`config.mk`:
```
export PLATFORM = sky130hd
export DESIGN_NAME = m2_generator
export DESIGN_NICKNAME = d
export VERILOG_FILES = /design/src/rtl/m2_generator_pkg.sv /design/src/rtl/m2_generator.sv
export SDC_FILE = /design/constraint.sdc
export NUM_CORES = 1
export LEC_CHECK = 0
export CORE_MARGIN = 1
export CORE_UTILIZATION = 49
export CTS_BUF_LIST = sky130_fd_sc_hd__clkbuf_4 sky130_fd_sc_hd__clkbuf_8
export CTS_CLUSTER_DIAMETER = 200
export DETAILED_ROUTE_END_ITERATION = 7
export GPL_TIMING_DRIVEN = 0
export PLACE_DENSITY_LB_ADDON = 0.08
export RECOVER_POWER = 100
export SYNTH_ARGS = -nofsm -noshare
export SYNTH_HDL_FRONTEND = slang
export SYNTH_SLANG_ARGS = --single-unit
```
`constraint.sdc`:
```
create_clock -name master_clock -period 1.7 [get_ports master_clock]
set_input_delay 0.34 -clock master_clock [delete_from_list [all_inputs] [get_ports master_clock]]
set_output_delay 0.34 -clock master_clock [all_outputs]
set_load 0.02 [all_outputs]
```
`src/rtl/m2_generator_pkg.sv`:
```
// Shared definitions for the M2 clock generator: state encoding and default timing.
package m2_generator_pkg;

  // Default M2 timing in master_clock cycles
  localparam int unsigned M2_PERIOD_DEF = 24;
  localparam int unsigned M2_HIGH_DEF   = 15;

  // Width of the M2 rising-edge counter
  localparam int unsigned COUNT_W = 16;

  typedef enum logic [1:0] {
    STOPPED = 2'd0,
    HIGH    = 2'd1,
    LOW     = 2'd2
  } m2_state_e;

endpackage

```
`src/rtl/m2_generator.sv`:
```
// M2 clock generator: produces a registered M2 clock of M2_PERIOD cycles with
// M2_HIGH cycles high, started/stopped by m2_run at whole-period boundaries.
// Ports:
//   master_clock - clock, all state updates on its rising edge
//   nreset       - asynchronous active-low reset
//   m2_run       - 1 requests free-running M2, 0 requests stop at end of period
//   count_clear  - synchronous clear of m2_count (wins over increment)
//   m2           - registered M2 clock
//   m2_rise      - one-cycle pulse in the first high cycle of M2
//   m2_fall      - one-cycle pulse in the first low cycle after a high phase
//   m2_stopped   - high while the generator is stopped
//   m2_count     - number of M2 rising edges since reset or clear (wraps)
module m2_generator
  import m2_generator_pkg::*;
#(
  parameter int unsigned M2_PERIOD = M2_PERIOD_DEF,
  parameter int unsigned M2_HIGH   = M2_HIGH_DEF
) (
  input  logic               master_clock,
  input  logic               nreset,
  input  logic               m2_run,
  input  logic               count_clear,
  output logic               m2,
  output logic               m2_rise,
  output logic               m2_fall,
  output logic               m2_stopped,
  output logic [COUNT_W-1:0] m2_count
);

  localparam int unsigned PHASE_W = (M2_PERIOD > 1) ? $clog2(M2_PERIOD) : 1;
  localparam logic [PHASE_W-1:0] HIGH_LAST   = PHASE_W'(M2_HIGH - 1);
  localparam logic [PHASE_W-1:0] PERIOD_LAST = PHASE_W'(M2_PERIOD - 1);

  // Reject timing that would give no high phase or no low phase
  if ((M2_HIGH < 1) || (M2_PERIOD < M2_HIGH + 1)) begin : g_param_check
    $error("m2_generator: need M2_HIGH >= 1 and M2_PERIOD >= M2_HIGH + 1");
  end

  m2_state_e            state_q, state_d;
  logic [PHASE_W-1:0]   phase_q, phase_d;
  logic                 rise_d, fall_d;
  logic [COUNT_W-1:0]   count_d;

  // Next-state, phase and edge-pulse logic; phase runs 0..M2_PERIOD-1 across HIGH and LOW
  always_comb begin
    state_d = state_q;
    phase_d = phase_q;
    rise_d  = 1'b0;
    fall_d  = 1'b0;
    case (state_q)
      STOPPED: begin
        if (m2_run) begin
          state_d = HIGH;
          phase_d = '0;
          rise_d  = 1'b1;
        end
      end
      HIGH: begin
        phase_d = phase_q + PHASE_W'(1);
        if (phase_q == HIGH_LAST) begin
          state_d = LOW;
          fall_d  = 1'b1;
        end
      end
      LOW: begin
        if (phase_q == PERIOD_LAST) begin
          // m2_run is only honoured here so a period is never cut short
          phase_d = '0;
          if (m2_run) begin
            state_d = HIGH;
            rise_d  = 1'b1;
          end else begin
            state_d = STOPPED;
          end
        end else begin
          phase_d = phase_q + PHASE_W'(1);
        end
      end
      default: begin
        state_d = STOPPED;
        phase_d = '0;
      end
    endcase
  end

  // Rising-edge counter; clear takes priority over a coincident rise
  always_comb begin
    count_d = m2_count;
    if (count_clear) begin
      count_d = '0;
    end else if (rise_d) begin
      count_d = m2_count + COUNT_W'(1);
    end
  end

  // State register and registered outputs, all derived from next-state values
  always_ff @(posedge master_clock or negedge nreset) begin
    if (!nreset) begin
      state_q    <= STOPPED;
      phase_q    <= '0;
      m2         <= 1'b0;
      m2_rise    <= 1'b0;
      m2_fall    <= 1'b0;
      m2_stopped <= 1'b1;
      m2_count   <= '0;
    end else begin
      state_q    <= state_d;
      phase_q    <= phase_d;
      m2         <= (state_d == HIGH);
      m2_rise    <= rise_d;
      m2_fall    <= fall_d;
      m2_stopped <= (state_d == STOPPED);
      m2_count   <= count_d;
    end
  end

endmodule
```
==> results.yml <==
synth:
  yosysTopAreaCellShare: 0.443
  avgSynthCellArea_um2: 9.78
  synth_top_family_by_area: "simple AND/OR/NAND/NOR gates"
  synthSimpleGateAreaFrac: 0.240
  synthMuxAreaShare: 0.0307
  seq_area_frac_synth: 0.461
  synthCells: 150
  synthesis.nets: 161
  synth_area_leaders: "dfrtp_1, ha_1, o31ai_1, or4_1, a21oi_1"
  synth_xor_area_frac: 0.0119
  ys_types: 36
  syn_area_um2: 1470
  yosysWarnings: 0
  synthAdderAreaFrac: 0.0597
  synth_compound_area_frac: 0.158
  ys_seq_elements: 27
  synth_top_cell_by_area: "dfrtp_1"
floorplanning:
  die_h_um: 56.7
  core_um2: 2810
  start_util: 0.523
  core.rowCount: 19
  dieWidth_um: 56.7
  die_area_um2: 3220
  boundaryPins: 24
sta:
  rsz0062_at_grt: "true"
  period_needed_ps: 1790
  drv_slew: 0
  hold_viol_final: 0
  worstMarginPinSlew_ps: 1480
  fmax_mhz: 558
  slew_headroom: 0.0137
  fin_skew_ps: 4.42
  fin_setup_tns_ps: -553
  setup_violations: 12
  fin_crit_sh: 1.05
  fin_ws_ps: -91.1
critical_path:
  reg2reg_depth: 7
  critical_path_class: "register to register"
  arrival_ps: 2030
  reg2reg_to: "m2_count[8]$_DFFE_PN0P_"
  startpoint_type: "register"
  critPathCaptureType: "register"
  required_ps: 1940
  timing.rr.start: "state_q[1]$_DFF_PN0_"
  ff2ff_setup_slack_ps: -90
  critPathMaxFanout: 6
layout:
  diodes: 0
  final_layout_size_suffix_gt1_frac: 0.330
  area_growth_pct: 47.3
  num-nets-final: 203
clock_tree:
  cts_tree: "done"
  clk_root_buffer_cell: "clkbuf_4"
  cts.path.max_buffers: 2
  htree_levels: 1
  cts.reportedPaths.clkPinSlew_ps: 150
  clock-sinks: 27
  cts_hold_buf: 0
  clock_latency_ps: 330
  numCtsBuffers: 3
grt:
  grt_pass1_vias: 1321
  gr-usage-all-layers: 0.252
  antenna_found_initial: 0
  grt_max_degree: 28
  grt_pass1_wl_um: 6240
  grt_overflow: 0
route:
  drc: 4
  routedWlPerCell_um: 17.8
  viasPerCell: 6.16
  drt_iter0_markers: 63
  dr_total_vias: 1367
  wirelength_um: 3950
  ant_nets: 0
  first_pass_iters: 6
power_and_ir_drop:
  total_power_mw: 1.93
  power_density_nw_per_um2: 892
  ir_drop_mv: 0.615
  cellLeakagePower_nw: 0.979
place:
  io_buffers: 23
  hpwl_um: 2330
  gp_congestion: 0.841
run:
  maxCapViolCount: 0
outcome:
  outcome: "complete, but fails checks"
  violations: "design-rule violations, negative setup slack"
hold_path:
  worst_hold_path_type: "input pin to async pin"
[area by class of cell]
cell class                      count  area, um2
Multi-Input combinational cell    111        978
Inverter                            7       30.0
Fill cell                         192        643
Timing Repair Buffer               37        342
Sequential cell                    27        686
Tap cell                           31       38.8
Clock buffer                        4       30.0
Buffer                              5       57.6
[Yosys cell counts]
master / number
dfrtp_1: 26
nand2_1: 15
a21oi_1: 13
o31ai_1: 9
or4_1: 9
ha_1: 7
inv_1: 7
nand3_1: 7
nor2_1: 7
o21ai_0: 7
nor2b_1: 6
clkbuf_1: 5
mux2_2: 4
and4_1: 3
nand4_1: 2
nor4b_1: 2
or2_2: 2
a211oi_1: 1
a21o_1: 1
a2bb2oi_1: 1
and3_1: 1
buf_6: 1
dfstp_2: 1
nand2b_1: 1
nand3b_1: 1
nand4b_1: 1
nand4b_2: 1
nor3_1: 1
nor4_1: 1
o211a_1: 1
o211ai_1: 1
o21a_4: 1
o21bai_1: 1
or3_1: 1
xnor2_1: 1
xor2_1: 1
[repair_timing]
action,CTS,global route
resized for setup,40,23
setup endpoints to repair,31,17
pin swaps,6,16
setup buffers,8,4
cloned,1,2
[worst max path at each step]
stage | start | end | depth (start not counted)
detailed placement | m2_run | m2_count[9]$_DFFE_PN0P_ | 7
CTS | state_q[0]$_DFF_PN0_ | m2_count[10]$_DFFE_PN0P_ | 7
finish | state_q[1]$_DFF_PN0_ | m2_count[8]$_DFFE_PN0P_ | 7
global placement | m2_run | m2_count[9]$_DFFE_PN0P_ | 7
global route | m2_count[0]$_DFFE_PN0P_ | m2_count[4]$_DFFE_PN0P_ | 4
floorplan | state_q[0]$_DFF_PN0_ | m2_count[14]$_DFFE_PN0P_ | 7
[where the power goes]
| group | internal (mW) | switching (mW) |
|---|---|---|
| logic | 0.392 | 0.457 |
| clock network | 0.108 | 0.199 |
| registers | 0.721 | 0.0531 |
| total | 1.22 | 0.709 |
[worst max-delay path, cell delays in order, from the launching register on]
cell     delay (ps)
dfrtp_2         450
buf_12          120
ha_4            140
nand2_4          50
o21a_4          250
buf_12          150
nor4b_4         230
mux2_4          320
[sequential cells by signal, indices dropped and copies added (netlist names)]
name,cells
m2,1
m2_count,16
m2_fall,1
m2_rise,1
m2_stopped,1
phase_q,5
state_q,2
[placed cells by master (no fill, tap or decap), drive strengths merged, types with 9 or more instances in the layout]
cell	Yosys	layout
a21oi	13	13
buf	1	13
clkbuf	5	11
dfrtp	26	26
dlygate4sd2	0	17
nand2	15	15
o31ai	9	9
or4	9	9
[metrics by stage]
step                      hold WS [ps]  instance area [um2]  cells  utilization  worst slack, ps
after floorplan                   44.4                 1530    150            -            -9.95
after global placement             535                 1800    204        0.641             -403
after detailed placement           564                 1800    204        0.641             -453
after CTS                          585                 2010    216        0.716             -100
after global routing               452                 2160    222        0.771             -131
final                              330                 2160    222        0.771            -91.1
[kinds of logic (layout without fill, tap and decap cells)]
kind of cell | Yosys count | count (layout)
compound gates | 36 | 37
xor+xnor | 2 | 2
fa+ha+maj | 7 | 7
buf+inv | 13 | 53
flops | 27 | 27
mux | 4 | 4
simple gates | 61 | 61
[per-layer routing]
metal | track usage | wire [um] | up-vias
li1 | - | - | 636
met1 | 0.342 | 1780 | 692
met2 | 0.401 | 1970 | 31
met3 | 0.0392 | 135 | 8
met4 | 0.108 | 61 | 0
met5 | 0 | 0 | -
Note: power is estimated with default switching activity, not from simulation.
